--- config.mk ---
export PLATFORM = sky130hd
export DESIGN_NAME = fir_tdm_multichan
export DESIGN_NICKNAME = d
export VERILOG_FILES = /design/src/rtl/fir_tdm_pkg.sv /design/src/rtl/fir_tdm_mac.sv /design/src/rtl/fir_tdm_multichan.sv
export SDC_FILE = /design/constraint.sdc
export NUM_CORES = 1
export LEC_CHECK = 0
export BUFFER_PORTS_ARGS = -buffer_cell sky130_fd_sc_hd__buf_4
export CAP_MARGIN = 20
export CORE_ASPECT_RATIO = 0.5
export CORE_MARGIN = 2
export CORE_UTILIZATION = 70
export CTS_BUF_LIST = sky130_fd_sc_hd__clkbuf_4 sky130_fd_sc_hd__clkbuf_8
export DETAILED_ROUTE_END_ITERATION = 6
export PLACE_DENSITY = 0.89
export SLEW_MARGIN = 20
export SYNTH_ARGS = -nofsm -noshare
export SYNTH_HDL_FRONTEND = slang
export SYNTH_SLANG_ARGS = --single-unit
--- constraint.sdc ---
create_clock -name i_clk -period 12.3 [get_ports i_clk]
set_clock_uncertainty 0.2 [all_clocks]
set_input_delay 0.615 -clock i_clk [delete_from_list [all_inputs] [get_ports i_clk]]
set_output_delay 0.615 -clock i_clk [all_outputs]
set_load 0.01 [all_outputs]
--- src/rtl/fir_tdm_pkg.sv ---
// Shared types and arithmetic helpers for the time-multiplexed multichannel FIR.
// The output helper works on a wide signed value so any AW/OW combination fits.
package fir_tdm_pkg;

  typedef enum logic [1:0] {
    ST_IDLE = 2'd0,
    ST_MAC  = 2'd1,
    ST_OUT  = 2'd2
  } state_t;

  localparam int SAT_W = 128;

  function automatic int acc_width(input int iw, input int tw, input int ntaps);
    return iw + tw + $clog2(ntaps) + 1;
  endfunction

  function automatic logic signed [SAT_W-1:0] shift_sat(
    input logic signed [SAT_W-1:0] acc,
    input int                      shift,
    input int                      ow,
    input logic                    sat
  );
    logic signed [SAT_W-1:0] shifted_s;
    logic signed [SAT_W-1:0] max_s;
    logic signed [SAT_W-1:0] min_s;
    logic signed [SAT_W-1:0] res_s;
    shifted_s = acc >>> shift;
    max_s     = (128'sd1 <<< (ow - 1)) - 128'sd1;
    min_s     = -(128'sd1 <<< (ow - 1));
    if (sat) begin
      if (shifted_s > max_s) begin
        res_s = max_s;
      end else if (shifted_s < min_s) begin
        res_s = min_s;
      end else begin
        res_s = shifted_s;
      end
    end else begin
      // Caller keeps only the low OW bits, which gives the wrap behaviour.
      res_s = shifted_s;
    end
    return res_s;
  endfunction

endpackage

--- src/rtl/fir_tdm_mac.sv ---
// Registered signed multiply-accumulate with synchronous clear; one product per enabled cycle.
module fir_tdm_mac #(
  parameter int IW = 12,
  parameter int TW = 12,
  parameter int AW = 28
) (
  input  logic                 clk,
  input  logic                 rst,
  input  logic                 clr,
  input  logic                 en,
  input  logic signed [IW-1:0] sample,
  input  logic signed [TW-1:0] coef,
  output logic signed [AW-1:0] acc
);

  logic signed [IW+TW-1:0] prod_s;
  logic signed [AW-1:0]    acc_r;

  assign prod_s = sample * coef;
  assign acc    = acc_r;

  // Accumulator register: clear has priority over accumulate.
  always_ff @(posedge clk or posedge rst) begin
    if (rst) begin
      acc_r <= {AW{1'b0}};
    end else if (clr) begin
      acc_r <= {AW{1'b0}};
    end else if (en) begin
      acc_r <= acc_r + AW'(prod_s);
    end else begin
      acc_r <= acc_r;
    end
  end

endmodule

--- src/rtl/fir_tdm_multichan.sv ---
// Multichannel signed FIR sharing one MAC (one tap per clock), runtime-loadable taps,
// valid/ready on both sample input and result output.
module fir_tdm_multichan
  import fir_tdm_pkg::*;
#(
  parameter int NTAPS = 5,
  parameter int NCH   = 2,
  parameter int IW    = 12,
  parameter int TW    = 12,
  parameter int OW    = 2 * IW + 7,
  parameter int SHIFT = 0,
  parameter int SAT   = 1
) (
  input  logic                                   i_clk,
  input  logic                                   i_reset,
  input  logic                                   i_valid,
  output logic                                   o_ready,
  input  logic signed [IW-1:0]                   i_sample,
  input  logic [$clog2((NCH > 1) ? NCH : 2)-1:0] i_ch,
  output logic                                   o_valid,
  input  logic                                   i_ready,
  output logic signed [OW-1:0]                   o_result,
  output logic [$clog2((NCH > 1) ? NCH : 2)-1:0] o_ch,
  input  logic                                   i_tap_wr,
  input  logic [$clog2(NTAPS)-1:0]               i_tap_addr,
  input  logic signed [TW-1:0]                   i_tap_data,
  output logic                                   o_tap_ready
);

  localparam int CW  = $clog2((NCH > 1) ? NCH : 2);
  localparam int TAW = $clog2(NTAPS);
  localparam int KW  = $clog2(NTAPS + 1);
  localparam int AW  = acc_width(IW, TW, NTAPS);

  state_t               state_r;
  logic [KW-1:0]        k_r;
  logic [CW-1:0]        ch_r;
  logic                 o_valid_r;
  logic signed [OW-1:0] o_result_r;
  logic [CW-1:0]        o_ch_r;

  logic signed [TW-1:0] taps_r  [NTAPS];
  logic signed [IW-1:0] dline_r [NCH][NTAPS];

  logic                 idle_s;
  logic                 accept_s;
  logic                 ch_ok_s;
  logic                 shift_en_s;
  logic                 tap_we_s;
  logic                 mac_en_s;
  logic [TAW-1:0]       k_idx_s;
  logic signed [TW-1:0] coef_s;
  logic signed [IW-1:0] samp_s;
  logic signed [AW-1:0] acc_s;

  assign idle_s      = (state_r == ST_IDLE);
  assign o_ready     = idle_s && !i_tap_wr;
  assign o_tap_ready = idle_s;
  assign accept_s    = idle_s && i_valid && !i_tap_wr;
  assign ch_ok_s     = (int'(i_ch) < NCH);
  assign shift_en_s  = accept_s && ch_ok_s;
  assign tap_we_s    = idle_s && i_tap_wr && (int'(i_tap_addr) < NTAPS);
  assign mac_en_s    = (state_r == ST_MAC) && (int'(k_r) < NTAPS);
  assign k_idx_s     = k_r[TAW-1:0];

  assign o_valid  = o_valid_r;
  assign o_result = o_result_r;
  assign o_ch     = o_ch_r;

  // Operand select for the current tap; zero once the tap index runs past the end.
  always_comb begin
    coef_s = {TW{1'b0}};
    samp_s = {IW{1'b0}};
    if (mac_en_s) begin
      coef_s = taps_r[k_idx_s];
      samp_s = dline_r[ch_r][k_idx_s];
    end else begin
      coef_s = {TW{1'b0}};
      samp_s = {IW{1'b0}};
    end
  end

  fir_tdm_mac #(
    .IW(IW),
    .TW(TW),
    .AW(AW)
  ) u_mac (
    .clk    (i_clk),
    .rst    (i_reset),
    .clr    (shift_en_s),
    .en     (mac_en_s),
    .sample (samp_s),
    .coef   (coef_s),
    .acc    (acc_s)
  );

  // Coefficient register file, writable only while idle.
  always_ff @(posedge i_clk or posedge i_reset) begin
    if (i_reset) begin
      for (int k = 0; k < NTAPS; k++) begin
        taps_r[k] <= {TW{1'b0}};
      end
    end else if (tap_we_s) begin
      taps_r[i_tap_addr] <= i_tap_data;
    end
  end

  // Per-channel delay lines; only the addressed channel shifts on acceptance.
  always_ff @(posedge i_clk or posedge i_reset) begin
    if (i_reset) begin
      for (int c = 0; c < NCH; c++) begin
        for (int k = 0; k < NTAPS; k++) begin
          dline_r[c][k] <= {IW{1'b0}};
        end
      end
    end else begin
      for (int c = 0; c < NCH; c++) begin
        if (shift_en_s && (int'(i_ch) == c)) begin
          dline_r[c][0] <= i_sample;
          for (int k = 1; k < NTAPS; k++) begin
            dline_r[c][k] <= dline_r[c][k-1];
          end
        end
      end
    end
  end

  // Control FSM with registered result outputs. MAC runs NTAPS accumulate cycles
  // plus one cycle to register the shifted/saturated result.
  always_ff @(posedge i_clk or posedge i_reset) begin
    if (i_reset) begin
      state_r    <= ST_IDLE;
      k_r        <= {KW{1'b0}};
      ch_r       <= {CW{1'b0}};
      o_valid_r  <= 1'b0;
      o_result_r <= {OW{1'b0}};
      o_ch_r     <= {CW{1'b0}};
    end else begin
      case (state_r)
        ST_IDLE: begin
          if (shift_en_s) begin
            state_r <= ST_MAC;
            k_r     <= {KW{1'b0}};
            ch_r    <= i_ch;
          end
        end
        ST_MAC: begin
          if (k_r == KW'(NTAPS)) begin
            o_result_r <= OW'(shift_sat(SAT_W'(acc_s), SHIFT, OW, (SAT != 0)));
            o_ch_r     <= ch_r;
            o_valid_r  <= 1'b1;
            state_r    <= ST_OUT;
          end else begin
            k_r <= k_r + KW'(1);
          end
        end
        ST_OUT: begin
          if (i_ready) begin
            o_valid_r <= 1'b0;
            state_r   <= ST_IDLE;
          end
        end
        default: begin
          o_valid_r <= 1'b0;
          state_r   <= ST_IDLE;
        end
      endcase
    end
  end

endmodule

-- Yosys cells after proc, flatten, opt, wreduce, memory -nomap -nowiden
Index checks and enable logic that the tools add are counted.
- add/sub/neg operators: 2
- $mul: 1
- divide/modulo/power cells: 0
- magnitude comparators: 8
- equality and inequality tests: 7
- shift-type cells: 0
- muxes and demuxes: 28
- bitwise gates (word level): 5
- reductions and logical operators: 18
- operators with widths (operator ; count):
    60-bit two-way mux ; 3
    12-bit two-way mux ; 7
    12-bit binary-select mux with 3-bit select ; 2
    31-bit two-way mux ; 2
    60-bit bitwise mux ; 1
    28-bit two-way mux ; 2
    12-bit demux with 3-bit select ; 1
    28-bit by 31-bit > comparator with 1-bit output, second input constant ; 1
    28-bit by 31-bit less-than comparator with 1-bit output, second input constant ; 1
    28-bit by 24-bit adder with 28-bit output ; 1
    12-bit by 12-bit multiplier with 24-bit output ; 1
    1-bit logical AND ; 9
    3-bit AND reduction ; 3
    4-bit >= comparator, second input constant ; 2
    3-bit NOT with 4-bit output ; 2
    3-bit less-than comparator, second input constant ; 2
    2-bit two-way mux ; 3
    3-bit two-way mux ; 2
    2-bit case mux with 3 select lines ; 1
    3-bit case mux with 2 select lines ; 1
    4-bit by 1-bit less-than comparator with 1-bit output, second input constant ; 1
    2-bit by 1-bit inequality test with 1-bit output, second input constant ; 2
    2-bit inequality test, second input constant ; 2
    2-bit AND reduction ; 2
    12 further kinds ; 15
- bits in registers: 247
- latch bits: 0
- bits in writable memories: 0
- ROM bits: 0
- input port bits: 33
- output and inout port bits: 35
- word-level logic and storage cells: 91
- memories: 0

-- Logic depth before layout (Yosys ltp)
Gate-level depths: netlist of run 1.
- depth in word-level cells: 12
- mapped depth: 27

-- Modules after synthesis
Synthesis of run 1 repeated with hierarchy kept, for this count alone.
- cell total of the unflattened synthesis: 1487
- area, all modules: 17703.2 um2
- modules (own cells, without submodules) (module ; times used ; cells each ; area each (um2)):
    fir_tdm_multichan ; 1 ; 647 ; 9666.8
    fir_tdm_mac ; 1 ; 840 ; 8036.5

-- Least setup slack after synthesis of run 1
Ideal clock, no wire load.
- path kind: flip-flop to flip-flop
- start: register k_r[0] (netlist: k_idx_s[0])
- end: register u_mac.acc_r[27] (netlist: u_mac.acc[27])
- data arrival time: 6.660 ns
- data required time: 12.029 ns
- setup slack: 5.369 ns
- cell stages (with the launch flop): 26
- period minus slack after synthesis: 6.931 ns
- cell sequence: dfrtp_1 buf_6 buf_4 nor2_2 buf_4 a221oi_2 nor2_1 nand2_1 nor2_1 inv_1 fa_1 fa_1 fa_1 inv_1 fa_1 inv_1 fa_1 inv_1 ha_1 ha_1 a21oi_1 nand2_1 a311oi_1 a31oi_1 a2111o_1 nand4_1
- word-level cells in the longest chain between the ends: 9
- elaborated cells on any way between the ends: 16
- classes of those cells: 1 x add/sub; 1 x mul; 1 x order compare; 10 x mux; 1 x bitwise; 2 x reduce/logical
- ends and longest elaborated chain (item ; RTL line ; RTL):
    start: declaration ; fir_tdm_multichan.sv:36 ; logic [KW-1:0] k_r;
    start signal: assignment ; fir_tdm_multichan.sv:133 ; k_r <= {KW{1'b0}};
    start signal: assignment ; fir_tdm_multichan.sv:143 ; k_r <= {KW{1'b0}};
    start signal: assignment ; fir_tdm_multichan.sv:154 ; k_r <= k_r + KW'(1);
    3-bit NOT with 4-bit output (implied by the code) ; fir_tdm_multichan.sv:75, fir_tdm_multichan.sv:76 ;
    12-bit binary-select mux with 3-bit select (on tied branches) ; fir_tdm_multichan.sv:76, fir_tdm_multichan.sv:75 ;
    12-bit two-way mux (on tied branches) (2 in a row) ; fir_tdm_multichan.sv:76, fir_tdm_multichan.sv:75 ;
    12-bit two-way mux ; fir_tdm_multichan.sv:74 ; if (mac_en_s) begin
    12-bit by 12-bit multiplier with 24-bit output ; fir_tdm_mac.sv:19 ; assign prod_s = sample * coef;
    28-bit by 24-bit adder with 28-bit output ; fir_tdm_mac.sv:29 ; acc_r <= acc_r + AW'(prod_s);
    28-bit two-way mux ; fir_tdm_mac.sv:28 ; end else if (en) begin
    28-bit two-way mux ; fir_tdm_mac.sv:26 ; end else if (clr) begin
    end signal: assignment ; fir_tdm_mac.sv:27 ; acc_r <= {AW{1'b0}};
    end signal: assignment ; fir_tdm_mac.sv:29 ;
    end signal: assignment ; fir_tdm_mac.sv:31 ; acc_r <= acc_r;
    end: declaration ; fir_tdm_mac.sv:17 ; logic signed [AW-1:0] acc_r;
Several ways; a longest one is shown, not always the timed one. The select of a mux whose other input is x is not followed.
A chain may end at the register's enable or synchronous reset.

-- Worst setup path in the final report of run 1
- start: register k_r[2] (netlist: k_idx_s[2])
- end: register u_mac.acc_r[27] (netlist: u_mac.acc[27])
Same word-level chain as after synthesis.

==> results of run 1 <==
[through the flow]
stage,area (um^2),hold slack [ns]
3_5_place_dp,18300,0.270
4_1_cts,19000,0.0856
2_1_floorplan,17600,0.250
3_3_place_gp,18300,0.261
5_1_grt,19000,0.0583
6_report,19000,-0.0148
[cells by family after synthesis]
logic type / after synthesis / share of synthesized area
compound gates: 156 / 0.0619
flops: 245 / 0.349
simple gates: 314 / 0.0808
xor+xnor: 26 / 0.0137
fa+ha+maj: 256 / 0.259
buf+inv: 262 / 0.0619
mux: 234 / 0.174
[routing by layer]
layer	track usage	up-vias	share of wire
li1	-	5097	-
met1	0.498	6108	0.43
met2	0.538	545	0.45
met3	0.0832	109	0.090
met4	0.0993	2	0.028
met5	0	-	0.00030
[worst paths after layout]
| kind | from | to | slack [ns] |
|---|---|---|---|
| max | k_idx_s[2] | u_mac.acc[27] | 4.24 |
| min | i_reset | u_mac.acc[4] | -0.01 |
| max reg2reg | k_idx_s[2] | u_mac.acc[27] | 4.24 |
| min reg2reg | u_mac.acc[17] | u_mac.acc[17] | 0.28 |
| max in group asynchronous | i_reset | dline_r[95] | 10.63 |
| min in group i_clk | i_sample[3] | dline_r[51] | 0.10 |
[area by class of cell]
class	count	area share
clock buffers	56	0.0375
clock inverters	6	0.00263
inverters	192	0.0385
flip-flops and latches	245	0.322
multi-input cells	986	0.544
well taps	336	0.0221
repair buffers	84	0.0330
[flip-flops by register name (all words and copies together), names as in the netlist]
register / count
ch_r: 1
dline_r: 120
k_idx_s: 3
o_ch: 1
o_result: 29
o_valid: 1
state_r: 2
taps_r: 60
u_mac.acc: 28
[synth_stat cells, drive strengths merged, types with 2 or more instances]
cell | instances | area share
a21o | 9 | 0.0038
clkbuf | 21 | 0.0045
o21ai | 50 | 0.015
nand2b | 6 | 0.0021
xor2 | 12 | 0.0060
and3 | 15 | 0.0053
o31ai | 8 | 0.0034
xnor2 | 13 | 0.0065
nor2 | 85 | 0.019
mux4 | 36 | 0.047
mux2 | 197 | 0.13
nand2 | 126 | 0.027
a22o | 5 | 0.0025
o21bai | 3 | 0.0013
nor4 | 5 | 0.0018
a221oi | 12 | 0.0088
nand3 | 31 | 0.0088
nand3b | 3 | 0.0013
a21oi | 36 | 0.010
or2 | 3 | 0.0011
dfrtp | 245 | 0.35
nor3 | 23 | 0.0066
a31o | 2 | 0.0015
buf | 49 | 0.016
a31oi | 8 | 0.0037
ha | 76 | 0.054
fa | 180 | 0.21
nand4 | 6 | 0.0021
o21a | 5 | 0.0021
a22oi | 7 | 0.0030
inv | 192 | 0.041
and2 | 7 | 0.0025
a311oi | 2 | 0.0010
[layout by cell type (no fill, tap or decap), types with 6 or more instances in the layout]
| cell | instances |
|---|---|
| mux2_2 | 197 |
| nand2b_1 | 6 |
| a22oi_1 | 7 |
| and2_1 | 7 |
| inv_1 | 191 |
| mux4_2 | 33 |
| a21oi_1 | 35 |
| dfrtp_1 | 243 |
| clkbuf_8 | 47 |
| clkbuf_4 | 9 |
| o31ai_1 | 8 |
| fa_1 | 180 |
| o21ai_0 | 47 |
| buf_4 | 81 |
| xor2_1 | 12 |
| and3_1 | 15 |
| a31oi_1 | 7 |
| nor3_1 | 23 |
| nand4_1 | 6 |
| a221oi_2 | 8 |
| nor2_1 | 77 |
| nand3_1 | 30 |
| xnor2_1 | 13 |
| ha_1 | 76 |
| nor2_2 | 7 |
| nand2_1 | 122 |
| a21o_1 | 9 |
==> summary.md, run 1 <==
| Metric | Value |
|---|---|
| Worst Path Max Fanout | `38` |
| Final ANT Viol Nets | `0` |
| Detailed placement HPWL | `31100 um` |
| Clock Root Buffer | `clkbuf_8` |
| Final RePlAce weighted congestion | `0.965` |
| CTS HTree Levels | `2` |
| Setup violations, final | `0` |
| Syn_nets | `1782` |
| Initial antenna violation count | `1` |
| CTS hold repair buffers | `0` |
| Crit Path Category | `reg -> reg` |
| Die height | `116 um` |
| CP max stage delay | `0.78 ns` |
| Worst-Margin Slew | `0.945 ns` |
| Post-Synthesis Mean Instance Area | `11.8 um^2` |
| Failing checks | `negative hold slack` |
| EDFF count, synth | `0` |
| Reg area | `6130 um^2` |
| Status | `finished, violations left` |
| Place WS | `4.31 ns` |
| Final nets | `1833` |
| Worst Path Arrival | `8.37 ns` |
| Slew HR | `0.368` |
| CTS max path bufs | `3` |
| Crit path max-delay family | `adder cells` |
| Buf/Inv on CP | `7` |
| CTS Buf Count | `35` |
| Clock Latency Late Sink | `0.58 ns` |
| Post-CTS setup buffers | `0` |
| Final Hold Slack | `-0.0148 ns` |
| Max capacitance violation total | `0` |
| Vias | `11900` |
| Post-Layout Cell Count | `1905` |
| Share of cells above drive strength 1 | `0.263` |
| Length of the first detailed-routing pass in iterations | `5` |
| Iteration-0 DRC Markers | `1431` |
| Ys async rst share | `1.00` |
| Max-slew violations | `0` |
| HP Class | `in -> async` |
| Multi-input gate area | `10400 um^2` |
| Routed WL | `43400 um` |
| Initial core utilization | `0.722` |
| Chip Width | `228 um` |
| Post-route minimum period | `8.06 ns` |
| Seq/Total Area, Yosys | `0.349` |
| Die ar. | `26500 um^2` |
| Core Util, Final | `0.783` |
| Crit path depth | `23` |
| TritonCTS clock tree | `yes` |
| GRT Total Usage | `0.346` |
| Clock slew at reported path FFs | `0.08 ns` |
| Fill count | `1485` |
| Synthesized area | `17600 um^2` |
| Core ar. | `24300 um^2` |
| First-pass GRT wire length | `69800 um` |
| Largest net degree at the start of global routing | `156` |
| Total negative slack | `0 ns` |
| Critical path data required time | `12.62 ns` |
| CP cell instances | `inv_1 -> buf_4 -> nor3_1 -> buf_4 -> a22oi_1 -> nor2_1 -> nand2_1 -> fa_1 -> inv_1 -> fa_1 -> inv_1 -> fa_1 -> inv_1 -> fa_1 -> fa_1 -> ha_1 -> ha_1 -> a21oi_1 -> inv_1 -> a311oi_1 -> a31oi_1 -> a2111o_1 -> nand4_1` |
| Count of cell types in the netlist | `62` |
| WL/cell | `22.8 um` |
| Synth Warn # | `0` |
| Overflow after GRT | `0` |
| Port-buffer cells | `67` |
| Resize count post-CTS | `0` |
| Crit end category | `flop` |
| Ant. Diodes | `0` |
| Row count | `40` |
| DRC | `0` |
| Vias in the first global route | `12400` |
| Highest Clock Rate | `124 MHz` |
| Seq cells post-synth | `245` |
| Placed Instances | `1842` |
| Most common flop cell mapped by yosys | `dfrtp_1` |
| Cell count of the worst reg-to-reg path | `23` |
| Fin. Hold Viols | `13` |
| Syn Inst Count | `1493` |
| Final worst slack | `4.24 ns` |
| Via density per instance | `6.23` |
| Ports | `68` |
| Tcrit/Tclk final | `0.655` |
| Layout area overhead | `8.41%` |
| Startpoint types | `flop` |
| Worst path slowest cell | `fa_1` |
| Clk sink count | `245` |
| RSZ-0062 raised after global routing | `false` |
Power of run 1 is left out: the tool's default activity adds up to more than one toggle a clock period on the data nets, which glitch-free logic cannot reach.
==> inputs of run 2 (changes only) <==
- CORE_UTILIZATION: 70 -> 65
- PLACE_DENSITY: 0.89 -> 0.83
- clock period: 12.3 -> 7.5 ns (I/O delays scaled with it)
==> run 2 against run 1 <==
Compared with the run above: the run now ends clean; die area rose by 7.5%; non-clock buffer count is 68 higher; hold slack improved by 0.23 ns; design area is 3.5% higher; core utilization fell by 3.8 points; sequential share of layout area shrank 1.1 points; global-route usage is 2.7 points lower; first-iteration DRC count is 28% lower; final cell count rose by 4.5%.
==> summary.md, run 2 (synthesis gave the netlist of run 1 again) <==
| Metric | Value |
|---|---|
| RSZ-0062 raised after global routing | `true` |
| Max capacitance violation total | `0 (unchanged)` |
| Status | `finished, final reports clean` |
| WHS Endpoint | `state_r[0]` |
| Clock Root Buffer | `clkbuf_8` |
| DRC | `0 (unchanged)` |
| Fill count | `1788 (+20%)` |
| Final nets | `1902 (+3.8%)` |
| First-pass GRT wire length | `69700 um (-0.14%)` |
| Tcrit/Tclk final | `0.966 (+0.311)` |
| Largest net degree at the start of global routing | `152 (-2.6%)` |
| Reg2reg end | `u_mac.acc[27]` |
| Die height | `120 um (+3.6%)` |
| Clk sink count | `245 (unchanged)` |
| Worst Path Max Fanout | `6 (-84%)` |
| Worst-Margin Slew | `0.842 ns (-0.103 ns)` |
| Row count | `42 (+5.0%)` |
| Crit end category | `flop` |
| TritonCTS clock tree | `yes` |
| Detailed placement HPWL | `31900 um (+2.5%)` |
| Final RePlAce weighted congestion | `0.976 (+1.2%)` |
| Chip Width | `237 um (+3.7%)` |
| Vias | `12000 (+0.85%)` |
| Max-slew violations | `0 (unchanged)` |
| Slew HR | `0.439 (+0.0710)` |
| Commonest non-fill, non-tap cell in the layout | `dfrtp_1` |
| GRT Total Usage | `0.319 (-0.0272)` |
| R2R Setup Slk | `0.26 ns (-3.99 ns)` |
| Die ar. | `28400 um^2 (+7.5%)` |
| Ports | `68 (unchanged)` |
| Cell count of the worst reg-to-reg path | `19 (-17%)` |
| Initial antenna violation count | `0 (-1)` |
| Max reg flops | `120 (unchanged)` |
| Most flops, register | `dline_r` |
| Startpoint types | `flop` |
| HP Class | `in -> reg` |
| Cells on Worst Hold Path | `4` |
| Clock slew at reported path FFs | `0.07 ns (about the same)` |
| Core ar. | `26500 um^2 (+8.9%)` |
| Overflow after GRT | `0 (unchanged)` |
| Via density per instance | `6.01 (-3.5%)` |
| Critical path data required time | `7.82 ns (-4.80 ns)` |
| CTS HTree Levels | `2 (unchanged)` |
| Vias in the first global route | `12800 (+2.9%)` |
| Initial core utilization | `0.663 (-0.0590)` |
| Length of the first detailed-routing pass in iterations | `7 (+2)` |
| CTS max path bufs | `3 (unchanged)` |
| Iteration-0 DRC Markers | `1025 (-28%)` |
| Layout area overhead | `12.2%` |
| Hold Path Origin | `i_valid` |
| Port-buffer cells | `67 (unchanged)` |
| Most frequent cells in the layout | `dfrtp_1, mux2_2, inv_1` |
| Worst Path Arrival | `7.56 ns (-0.81 ns)` |
| WL/cell | `21.7 um (-4.9%)` |
| Fin. Hold Viols | `0 (-13)` |
| Highest Clock Rate | `138 MHz (+11%)` |
| Setup violations, final | `0 (unchanged)` |
| Post-route minimum period | `7.24 ns (-0.815 ns)` |
| Crit Path Category | `reg -> reg` |
| Worst r2r src | `ch_r` |
| Final ANT Viol Nets | `0 (unchanged)` |
| Share of cells above drive strength 1 | `0.282 (+0.0190)` |
| CTS Buf Count | `36 (+2.9%)` |
| Core Util, Final | `0.745 (-0.0385)` |
| Routed WL | `43100 um (-0.66%)` |
| Clock Latency Late Sink | `0.58 ns (about the same)` |
## run 2: changes by cell type in the layout (fill, tap and decap cells not counted), sizes merged
cell	before	now
buf	84	126
dlygate4sd3	0	26
clkinvlp	2	3
diode	0	1
inv	192	191
## run 2: final cells by class
| cell class | count | area, um^2 | area share |
|---|---|---|---|
| antenna | 1 | 2.50 | 0.000127 |
| timing repair buffer | 152 | 1230 | 0.0622 |
| sequential | 245 | 6140 | 0.311 |
| clock inverter | 6 | 50.0 | 0.00254 |
| clock buffer | 56 | 708 | 0.0359 |
| tap | 352 | 440 | 0.0223 |
| multi-input combinational | 986 | 10400 | 0.528 |
| inverter | 192 | 737 | 0.0374 |
## run 2: stage by stage
stage          TNS, ns  setup WS, ns  instances  hold WS (ns)  area, um^2
2_1_floorplan        0         0.195       1493         0.250       17600
3_3_place_gp         0         0.231       1895         0.261       18600
3_5_place_dp         0        0.0650       1895         0.272       18600
4_1_cts              0        0.0445       1983         0.172       19600
5_1_grt        -0.0442       -0.0442       1989         0.218       19700
6_report             0         0.257       1990         0.211       19700
## run 2: what timing repair did
action	CTS	global route
endpoints found under the setup margin	0	14
setup buffers	0	6
hold buffers	26	0
endpoints found under the hold margin	236	0
gates resized for setup	0	14
## run 2: worst max path at each step
stage,from,end,depth (start not counted)
after floorplan,i_reset,ch_r,1
after global placement,k_idx_s[0],u_mac.acc[24],26
after detailed placement,k_idx_s[0],u_mac.acc[27],19
after CTS,k_idx_s[0],u_mac.acc[27],19
after global routing,k_idx_s[2],u_mac.acc[27],20
final,ch_r,u_mac.acc[27],19
## run 2: per-layer routing
layer / share of wire / vias to the layer above / track usage
met1: 0.44 / 6210 / 0.462
met2: 0.46 / 425 / 0.505
met3: 0.074 / 76 / 0.0639
met5: 0 / - / 0
met4: 0.020 / 0 / 0.0759
li1: - / 5251 / -
## run 2: worst max-delay path, cell delays in order, from the launching register on
cell      delay [ns]
dfrtp_2         0.43
buf_4           0.16
mux4_2          0.53
a221oi_2        0.56
nor3_2          0.15
nand2_1         0.23
fa_1            0.50
fa_1            0.70
inv_1           0.10
fa_1            0.50
fa_1            0.52
fa_1            0.50
ha_1            0.32
ha_1            0.40
a21oi_1         0.26
inv_1           0.12
a311oi_1        0.30
a31oi_1         0.19
a2111o_1        0.45
nand4_1         0.07
Power of run 2 is left out for the same reason.
